<file path="config.mk">
export PLATFORM = sky130hd
export DESIGN_NAME = shift_pipe_flat
export DESIGN_NICKNAME = d
export VERILOG_FILES = /design/src/rtl/shift_pipe_pkg.sv /design/src/rtl/shift_pipe_if.sv /design/src/rtl/three_eight_decoder.sv /design/src/rtl/shift_pipe.sv /design/src/flat_wrapper.sv
export SDC_FILE = /design/constraint.sdc
export NUM_CORES = 1
export LEC_CHECK = 0
export CORE_AREA = 2 2 132 134
export CTS_CLUSTER_DIAMETER = 100
export DETAILED_ROUTE_END_ITERATION = 16
export DIE_AREA = 0 0 134 136
export DONT_BUFFER_PORTS = 1
export PLACE_DENSITY = 0.61
export SLEW_MARGIN = 15
export SYNTH_ARGS = -nofsm -noshare
export SYNTH_HDL_FRONTEND = slang
export SYNTH_SLANG_ARGS = --single-unit
</file>
<file path="constraint.sdc">
create_clock -name clk -period 3.2 [get_ports clk]
set_clock_uncertainty 0.2 [all_clocks]
set_input_delay 0.64 -clock clk [delete_from_list [all_inputs] [get_ports clk]]
set_output_delay 0.64 -clock clk [all_outputs]
set_load 0.005 [all_outputs]
</file>
<file path="src/rtl/shift_pipe_pkg.sv">
// shift_pipe_pkg: shared op encoding and fine-shift constants for the shifter pipeline
package shift_pipe_pkg;
  typedef enum logic [1:0] {SH_SLL, SH_SRL, SH_SRA, SH_ROR} shift_op_t;
  localparam int FINE_W = 3;
endpackage

</file>
<file path="src/rtl/shift_pipe_if.sv">
// shift_pipe_if: valid/ready issue and writeback bundle of the shifter pipeline
interface shift_pipe_if #(parameter int WIDTH = 32, parameter int TAG_W = 5);
  import shift_pipe_pkg::*;
  localparam int SHW = $clog2(WIDTH);
  logic in_valid;
  logic in_ready;
  shift_op_t in_op;
  logic [SHW-1:0] in_shamt;
  logic [WIDTH-1:0] in_data;
  logic [TAG_W-1:0] in_tag;
  logic out_valid;
  logic out_ready;
  logic [WIDTH-1:0] out_data;
  logic [TAG_W-1:0] out_tag;
  modport master(output in_valid, in_op, in_shamt, in_data, in_tag, out_ready, input in_ready, out_valid, out_data, out_tag);
  modport slave(input in_valid, in_op, in_shamt, in_data, in_tag, out_ready, output in_ready, out_valid, out_data, out_tag);
endinterface

</file>
<file path="src/rtl/three_eight_decoder.sv">
// three_eight_decoder: one-hot window select, index k for right shifts and 7-k for left
module three_eight_decoder (
  input  logic [2:0] k,
  input  logic       right,
  output logic [7:0] sel
);
  assign sel = 8'b1 << (right ? k : 3'd7 - k);
endmodule

</file>
<file path="src/rtl/shift_pipe.sv">
// shift_pipe: two-stage SLL/SRL/SRA shifter, coarse byte shift then fine window mux; SHIFT_PIPE_ROTATE_EN adds ROR
module shift_pipe
  import shift_pipe_pkg::*;
#(
  parameter int WIDTH = 32,
  parameter int TAG_W = 5
) (
  input logic         clk,
  input logic         reset_n,
  input logic         flush,
  shift_pipe_if.slave bus
);
  localparam int SHW = $clog2(WIDTH);
  typedef struct packed {
    logic [WIDTH-1:0] data;
    shift_op_t        op;
    logic             fill;
    logic [7:0]       sel;
    logic [TAG_W-1:0] tag;
  } s1_t;
  s1_t s1, s1_nxt;
  logic s1_valid, s2_valid, s1_adv, s2_adv;
  logic [SHW-1:0] sh8;
  logic [WIDTH-1:0] sll_v, srl_v, rot_v, coarse, fine, out_data;
  logic signed [WIDTH-1:0] sra_v;
  logic [TAG_W-1:0] out_tag;
  logic [7:0] sel;
  logic [WIDTH+6:0] w;
  assign s2_adv = !s2_valid || bus.out_ready;
  assign s1_adv = !s1_valid || s2_adv;
  assign bus.in_ready = s1_adv;
  assign bus.out_valid = s2_valid;
  assign bus.out_data = out_data;
  assign bus.out_tag = out_tag;
  assign sh8 = {bus.in_shamt[SHW-1:FINE_W], 3'b000};
  assign sll_v = bus.in_data << sh8;
  assign srl_v = bus.in_data >> sh8;
  assign sra_v = $signed(bus.in_data) >>> sh8;
`ifdef SHIFT_PIPE_ROTATE_EN
  assign rot_v = WIDTH'({bus.in_data, bus.in_data} >> sh8);
`else
  assign rot_v = srl_v;
`endif
  three_eight_decoder u_dec (
    .k    (bus.in_shamt[FINE_W-1:0]),
    .right(bus.in_op != SH_SLL),
    .sel  (sel)
  );
  // stage 1: coarse byte shift and stage payload
  always_comb begin
    coarse = bus.in_op == SH_SLL ? sll_v : bus.in_op == SH_SRA ? sra_v : bus.in_op == SH_SRL ? srl_v : rot_v;
    s1_nxt = '{data: coarse, op: bus.in_op, fill: bus.in_op == SH_SRA && bus.in_data[WIDTH-1], sel: sel, tag: bus.in_tag};
  end
  // stage 2: extended window, one-hot select of the WIDTH-bit slice
  always_comb begin
    w = s1.op == SH_SLL ? {s1.data, 7'b0} : {{7{s1.fill}}, s1.data};
`ifdef SHIFT_PIPE_ROTATE_EN
    if (s1.op == SH_ROR) w = {s1.data[6:0], s1.data};
`endif
    fine = '0;
    for (int j = 0; j < 8; j++) fine = fine | (s1.sel[j] ? w[j +: WIDTH] : '0);
  end
  // pipeline registers: flush drops both valids, stalled stages hold their payload
  always_ff @(posedge clk or negedge reset_n)
    if (!reset_n) begin
      s1_valid <= 1'b0;
      s2_valid <= 1'b0;
      s1 <= '0;
      out_data <= '0;
      out_tag <= '0;
    end else begin
      s1_valid <= !flush && (s1_adv ? bus.in_valid : s1_valid);
      s2_valid <= !flush && (s2_adv ? s1_valid : s2_valid);
      if (s1_adv && bus.in_valid) s1 <= s1_nxt;
      if (s2_adv && s1_valid) begin
        out_data <= fine;
        out_tag <= s1.tag;
      end
    end
endmodule

</file>
<file path="src/flat_wrapper.sv">
// flat-port wrapper written by rule: the top's interface ports become plain ports
module shift_pipe_flat import shift_pipe_pkg::*;
#(
  parameter int WIDTH = 32,
  parameter int TAG_W = 5
)
  (clk, reset_n, flush, bus_in_valid, bus_in_op, bus_in_shamt, bus_in_data, bus_in_tag, bus_out_ready, bus_in_ready, bus_out_valid, bus_out_data, bus_out_tag);
  shift_pipe_if #(.WIDTH(WIDTH), .TAG_W(TAG_W)) bus_i ();
  input logic clk;
  input logic reset_n;
  input logic flush;
  input wire logic [$bits(bus_i.in_valid)-1:0] bus_in_valid;
  input wire logic [$bits(bus_i.in_op)-1:0] bus_in_op;
  input wire logic [$bits(bus_i.in_shamt)-1:0] bus_in_shamt;
  input wire logic [$bits(bus_i.in_data)-1:0] bus_in_data;
  input wire logic [$bits(bus_i.in_tag)-1:0] bus_in_tag;
  input wire logic [$bits(bus_i.out_ready)-1:0] bus_out_ready;
  output wire logic [$bits(bus_i.in_ready)-1:0] bus_in_ready;
  output wire logic [$bits(bus_i.out_valid)-1:0] bus_out_valid;
  output wire logic [$bits(bus_i.out_data)-1:0] bus_out_data;
  output wire logic [$bits(bus_i.out_tag)-1:0] bus_out_tag;
  assign bus_i.in_valid = bus_in_valid;
  assign bus_i.in_op = bus_in_op;
  assign bus_i.in_shamt = bus_in_shamt;
  assign bus_i.in_data = bus_in_data;
  assign bus_i.in_tag = bus_in_tag;
  assign bus_i.out_ready = bus_out_ready;
  assign bus_in_ready = bus_i.in_ready;
  assign bus_out_valid = bus_i.out_valid;
  assign bus_out_data = bus_i.out_data;
  assign bus_out_tag = bus_i.out_tag;
  shift_pipe #(.WIDTH(WIDTH), .TAG_W(TAG_W)) u_core (.clk(clk), .reset_n(reset_n), .flush(flush), .bus(bus_i));
endmodule
</file>
# After elaboration in Yosys (flattened, before gate mapping)
# Index checks and enable logic that the tools add are counted.
[word_totals] register_bits=87 inputBits=49 word_cells=49
[classes] add_sub_neg=1 eq_ne=1 shifts=4 n_mux=14 bitwise=7 reduce_logical=13
[ops] cell="$mux W32" count=10
[ops] cell="$or A32 B32 Y32" count=7
[ops] cell="$mux W39" count=1
[ops] cell="$shl A32 B5 Y32" count=1
[ops] cell="$shr A32 B5 Y32" count=1
[ops] cell="$sshr A32 B5 Y32" count=1
[ops] cell="$shl A1 B3 Y8 const A" count=1
[ops] cell="$logic_and A1 B1 Y1" count=5
[ops] cell="$logic_not A2 Y1" count=2
[ops] cell="$logic_not A1 Y1" count=3
[ops] cell="$mux W3" count=1
[ops] cell="$sub A3 B3 Y3 const A" count=1
[ops] cell="$eq A2 B2 Y1 const B" count=1
[ops] cell="$logic_or A1 B1 Y1" count=2
[ops] cell="$mux W1" count=2
[ops] cell="$reduce_bool A2 Y1" count=1

# Longest topological paths before layout
# Gate-level depths: netlist of run 1.
[depth] word_depth=10 depth_mapped=7 ltp_nobuf=4

# Modules after synthesis
# From an unflattened synthesis of run 1, not the netlist that was laid out.
[unflattened] hier_cells=835 hier_area_um2=6805.3
[modules_own_cells] module="shift_pipe" instances=1 cells_per_inst=819 area_each_um2=6692.7
[modules_own_cells] module="three_eight_decoder" instances=1 cells_per_inst=16 area_each_um2=112.6

# Worst setup path before layout of run 1
# No wires, ideal clock.
[synth_timing] path_type="in2reg" start="in bus_in_shamt[4]" end="reg u_core.s1[39] in the netlist's numbering" setup_time_ps=133 arrival_time_ps=1698 t_required_ps=2867 path_slack_ps=1169 stages=7 n_path_buf=3 cell_sequence="buf_2 buf_2 buf_2 nand3b_1 o21ai_0 a221oi_1 o21ai_0"
[synth_via] elab_chain_cells=3
[synth_lines] element="start, declared" line="flat_wrapper.sv:14" rtl="input wire logic [$bits(bus_i.in_shamt)-1:0] bus_in_shamt;"
[synth_lines] element="$shr A32 B5 Y32 or $sshr A32 B5 Y32 (tied branches)" line="shift_pipe.sv:37, shift_pipe.sv:38"
[synth_lines] element="$mux W32" line="shift_pipe.sv:51" rtl="coarse = bus.in_op == SH_SLL ? sll_v : bus.in_op == SH_SRA ? sra_v : bus.in_op == SH_SRL ? srl_v : rot_v;"
[synth_lines] element="$mux W32 *" line="shift_pipe.sv:51"
[synth_lines] element="end signal, assigned" line="shift_pipe.sv:74" rtl="if (s1_adv && bus.in_valid) s1 <= s1_nxt;"
[synth_lines] element="end, declared" line="shift_pipe.sv:21" rtl="s1_t s1, s1_nxt;"
# Every way passes the cells marked *; elsewhere a longest branch is shown, timed or not.
# A chain may end at the register's enable or synchronous reset.

# Final worst setup path of run 1
[layout_timing] start="reg u_core.s1[15] in the netlist's numbering" end="reg u_core.out_data[3], in the netlist u_core.bus.out_data[3]"
[layout_via] elab_chain_cells=10
[layout_lines] element="$logic_not A2 Y1 *" line="shift_pipe.sv:56" rtl="w = s1.op == SH_SLL ? {s1.data, 7'b0} : {{7{s1.fill}}, s1.data};"
[layout_lines] element="$mux W39 *" line="shift_pipe.sv:56"
[layout_lines] element="$mux W32" line="shift_pipe.sv:61" rtl="for (int j = 0; j < 8; j++) fine = fine | (s1.sel[j] ? w[j +: WIDTH] : '0);"
[layout_lines] element="$or A32 B32 Y32 (6 in a row)" line="shift_pipe.sv:61"
[layout_lines] element="$or A32 B32 Y32 *" line="shift_pipe.sv:61"
[layout_lines] element="end signal, assigned" line="shift_pipe.sv:76" rtl="out_data <= fine;"
[layout_lines] element="end, declared" line="shift_pipe.sv:24" rtl="logic [WIDTH-1:0] sll_v, srl_v, rot_v, coarse, fine, out_data;"
# Marked as above.

==> metrics.cfg, run 1 <==
[timing]
rsz0062_at_grt=false
hold_viol_final=0
tightest_slew_ns=1.17
setup_ws_ns=0.682
drv_slew=0
setup_viol_count_final=0
period_share_pct=78.7
fin_setup_tns_ns=0
relSlewSlack_pct=22.0
fin_crit_ns=2.52
fmax_mhz=397

[floorplan]
core_mm2=0.0169
start_util_pct=41.3
pin_count=88
fp-row-count=48
die-area_mm2=0.0182
die_h_um=136
fp.dieW_um=134

[synth]
synth_area_mm2=0.00697
syn_avg_cell_area_um2=8.31
synth_top_area_cell=dfrtp_1
synth_top_area_share_pct=31.2
synth_cells=838
synth-seq-area-share_pct=31.2
synth_async_sr_flop_share_pct=100
synth_edf_count=0
ys_top_cells_by_area=dfrtp_1 (31%), nand2_1 (5.1%), mux2i_1 (5.0%)
synth_nets=887
ys.flop_type=dfrtp_1
synth-warning-count=0
synth_cell_types=60
ys_ff_latch=87

[worst_setup_path]
critPathKind=register to register
worstReg2RegEnd=u_core.bus.out_data[3]
crit_path_cell_trace=nor2_8 -> mux2_2 -> a2111oi_0 -> a31oi_1
r2r-start=u_core.s1[15]
crit_fanout=23
startpoint=u_core.s1[15]
reg2reg_depth=4
crit_slowest_cell=dfrtp_1
endpoint=u_core.bus.out_data[3]
max_stage_delay_ns=0.58
r2r_slack_ns=0.68
crit_arrival_ns=2.53
start_kind=register
required_ns=3.21
critPathCaptureType=register

[detailed_routing]
drt.antenna.violating_nets=0
vias_per_cell=6.54
drc_errors=0
drtPass1Iterations=7
drt_iter0_drc=1109
drt_wl_total_mm=21.9
num_vias=6622
routedWlPerCell_um=21.7

[placement]
place_ws_ns=0.709
dp_hpwl_mm=15.0
place_congestion=0.862
port_buffers=0

[layout]
fin_nets=831
final_util_pct=43.7
area_growth_pct=5.73
nFillCells=1674
antenna_cells=0
drive_gt1_share_pct=11.3

[power]
finalPower_mw=3.52
p_leak_nw=2.71
peakVddDrop_uv=207
power_density_mw_per_mm2=477

[clocking]
post_cts_resized=0
h-tree-depth=3
clockBufferDepth=2
cts.reportedPaths.clkPinSlew_ns=0.07
root_buffer=clkbuf_16
clock-sinks=87
clkLatencyLatePin_ns=0.35
numCtsBuffers=9
cts_tree=yes

[global_routing]
grt_remaining_overflow=0
grtUsageTotal_pct=24.3
grt_start_max_net_pins=88
antenna_found_initial=0
grt_pass1_vias=6304
grt_pass1_wl_mm=35.6

[worst_hold_path]
min_path_type=input pin to asynchronous set/reset pin

[status]
status=finished clean

[run]
maxCapViolCount=0

## where the power goes
part	internal (mW)	switching (mW)
clock network	0.617	0.488
registers	1.27	0.255
logic	0.369	0.517
## Yosys cell counts, drive strengths merged (2+ instances only)
master    n
inv      10
buf      31
or3b     13
clkbuf   59
o22a      9
mux2i    35
and3      8
a21boi   21
a41oi     2
dfrtp    87
or3       2
nor2b    17
nand2b   18
a221oi    4
a22oi    43
o211ai   15
o22ai     4
a2111oi  22
a31oi    36
o32a      8
a211oi    8
or2       3
nor3      4
nand3     2
a222oi   23
nand2    95
a22o      9
nor2     43
o2111ai   2
a32oi     2
mux2     27
nand3b    9
o2bb2ai   8
a21oi    65
o31a      6
o221ai    2
o21ai    78
## how the worst min path moves through the flow
stage	slack, ns	depth (start not counted)	end
detailed placement	0.15	0	u_core.bus.out_data[28]
finish	0.003	1	u_core.bus.out_data[22]
global placement	0.15	0	u_core.bus.out_data[28]
CTS	0.03	1	u_core.bus.out_data[17]
floorplan	0.14	0	u_core.bus.out_data[0]
global route	0.02	1	u_core.bus.out_data[17]
## layout make-up
class | count | area [um2] | area share, %
Clock buffer | 9 | 225 | 3.06
Clock inverter | 7 | 80.1 | 1.09
Inverter | 10 | 37.5 | 0.510
Multi-Input combinational cell | 651 | 4360 | 59.2
Sequential cell | 87 | 2180 | 29.6
Tap cell | 225 | 282 | 3.82
Timing Repair Buffer | 23 | 205 | 2.79
## logic make-up after synthesis
group | Yosys count | synth area share [%]
buffers and inverters | 100 | 6.21
and+or+nand+nor | 219 | 15.7
AOI/OAI and AO/OA | 370 | 37.2
muxes | 62 | 9.66
DFF | 87 | 31.2
## metal layers
metal,global-route usage (%),vias up,wire (um),share of wire (%)
li1,-,3123,-,-
met1,36.3,3092,10100,46
met2,34.4,367,9400,43
met3,5.63,40,2010,9.2
met4,8.04,0,427,1.9
met5,0,-,0,0
## sequential cells by signal, summed over array words and instances, names as in the netlist
register              cells
u_core.s1                48
u_core.bus.out_data      32
u_core.bus.out_tag        5
u_core.bus.out_valid      1
u_core.s1_valid           1
## placed cells by master (no fill, tap or decap), types with 9 or more instances in the layout
cell,n
a2111oi_1,9
a21boi_0,14
a21oi_1,65
a222oi_1,23
a22o_1,9
a22oi_1,43
a31oi_1,36
buf_4,21
clkbuf_16,9
dfrtp_1,87
inv_1,10
mux2_2,22
mux2i_1,35
nand2_1,94
nand2b_1,18
nand3b_1,9
nor2_1,41
nor2b_1,17
o211ai_1,15
o21ai_0,60
o21ai_1,14
o22a_1,9
## timing repair
| item | in CTS | in global routing |
|---|---|---|
| setup buffers | 0 | 0 |
| hold endpoints to repair | 87 | 0 |
| hold buffers | 1 | 0 |
## through the flow
step,hold slack [ns],cell area (um2),std cells
after CTS,0.0254,7370,1012
after global routing,0.0249,7370,1012
after global placement,0.149,7030,995
after detailed placement,0.148,7030,995
final,0.00265,7370,1012
after floorplan,0.144,6970,838
## critical path: cells and delay by family, from the launching register on
family	cells	cell delay (ns)
flops	1	0.58
compound gates	2	0.64
simple gates	1	0.48
mux	1	0.48
No activity file was read; power rests on OpenSTA's default activity.
==> run 2: changes to the inputs <==
clock period = 2.4 ns   (was 3.2 ns; I/O delays follow)
==> metrics.cfg, run 2 (synthesis results as in run 1) <==
[detailed_routing]
drt.antenna.violating_nets=0
m1WireLength_mm=10.1
routedWlPerCell_um=21.1
met3WireLength_mm=1.94
num_vias=6749
drtPass1Iterations=9
drc_errors=0
routed-wl-met2_mm=9.42
top_layer_used=met4
vias_per_cell=6.53
drt_iter0_drc=864
drt_wl_total_mm=21.8

[worst_setup_path]
required_ns=2.40
start_kind=register
crit_path_cell_trace=buf_12 -> or3b_2 -> nand2_1 -> a2111oi_0 -> a41oi_1
critPathCaptureType=register
crit_slowest_cell=a2111oi_0
r2r_slack_ns=0.13
critPathKind=register to register
crit_arrival_ns=2.27
crit_fanout=44
max_stage_delay_ns=0.63

[clocking]
numCtsBuffers=9
clkLatencyLatePin_ns=0.35
root_buffer=clkbuf_16
clockBufferDepth=2
clock-sinks=87
hold_buffers=1
cts_tree=yes
cts.reportedPaths.clkPinSlew_ns=0.07
h-tree-depth=3

[layout]
antenna_cells=0
final_cell_mix=nand2_1 (94), dfrtp_1 (87), a21oi_1 (65), o21ai_0 (60), a22oi_1 (43)
reg_top3=u_core.s1 x48, u_core.bus.out_data x32, u_core.bus.out_tag x5
area_growth_pct=8.44
fin_nets=853
drive_gt1_share_pct=13.8
nFillCells=1696
largest_register_ffs=48
largest_register=u_core.s1
final_util_pct=44.8
final_common_cell=nand2_1

[global_routing]
grtUsageTotal_pct=23.9
grt_pass1_wl_mm=35.1
grt_pass1_vias=6330
grt_start_max_net_pins=88
grt_remaining_overflow=0
antenna_found_initial=0

[timing]
tightest_slew_ns=0.858
drv_slew=0
fmax_mhz=440
timing.hold.ws_ns=-0.382
hold_viol_final=87
relSlewSlack_pct=42.8
setup_viol_count_final=0
rsz0062_at_grt=false
period_share_pct=94.7
fin_crit_ns=2.27
fin_setup_tns_ns=0

[floorplan]
die-area_mm2=0.0182
pin_count=88
fp-row-count=48
fp.dieW_um=134
core_mm2=0.0169
die_h_um=136
start_util_pct=41.3

[worst_hold_path]
min_path_type=input pin to asynchronous set/reset pin

[status]
violations=hold timing
status=complete, but fails checks

[power]
power_density_mw_per_mm2=615
finalPower_mw=4.64
peakVddDrop_uv=277
p_leak_nw=2.82

[placement]
place_congestion=0.891
dp_hpwl_mm=15.3
port_buffers=0

[run]
maxCapViolCount=0

-- run 2: worst max-delay path, delay by kind of cell (launching register included) --
| kind | cells | cell delay, ns |
|---|---|---|
| AO/OA/AOI/OAI | 2 | 0.82 |
| buffers and inverters | 1 | 0.25 |
| flip-flops | 1 | 0.51 |
| AND/OR/NAND/NOR | 2 | 0.34 |
-- run 2: power breakdown --
| group | switching (mW) | internal (mW) |
|---|---|---|
| clock | 0.652 | 0.726 |
| combinational | 0.718 | 0.551 |
| sequential | 0.301 | 1.70 |
-- run 2: timing repair --
item                                   in CTS  in global routing
endpoints found under the hold margin      89                 87
resized for setup                           0                  2
setup endpoints to repair                   0                  1
buffers inserted                            0                  0
-- run 2: metrics by stage --
stage               std cells  area (um2)  worst slack, ns
finish                   1034        7560            0.128
global route             1034        7560           0.0346
CTS                      1034        7550            0.149
detailed placement       1017        7250            0.147
global placement         1017        7250            0.207
floorplan                 838        6970            0.458
-- run 2: final cells by class --
type | count | area, um2 | area share, %
inverters | 10 | 37.5 | 0.497
repair buffers | 45 | 403 | 5.33
clock inverters | 7 | 61.3 | 0.811
clock buffers | 9 | 225 | 2.98
multi-input cells | 651 | 4370 | 57.8
well taps | 225 | 282 | 3.73
flip-flops and latches | 87 | 2180 | 28.8
-- run 2: path summary, 6_finish.rpt --
path	start	endpoint	cells past startpoint
worst max-delay path	u_core.s1[14]	u_core.bus.out_data[6]	5
max in group asynchronous	reset_n	u_core.bus.out_data[7]	0
min in group clk	bus_in_valid	u_core.s1_valid	2
worst max register to register	u_core.s1[14]	u_core.bus.out_data[6]	5
worst min-delay path	reset_n	u_core.bus.out_data[17]	0
worst min register to register	u_core.s1[1]	u_core.bus.out_tag[1]	2
-- run 2: layer usage --
layer  global-route usage [%]  vias to the layer above
met1                     34.9                     3225
met2                     35.7                      328
met3                     5.00                       29
met4                     6.80                        0
li1                         -                     3167
met5                        0                        -
==> run 3: changes to the inputs <==
CTS_BUF_LIST = sky130_fd_sc_hd__clkbuf_4 sky130_fd_sc_hd__clkbuf_8 sky130_fd_sc_hd__clkbuf_16   (was unset)
==> results of run 3 <==
The final DEF is identical to that of run 2; final timing and power are the same.
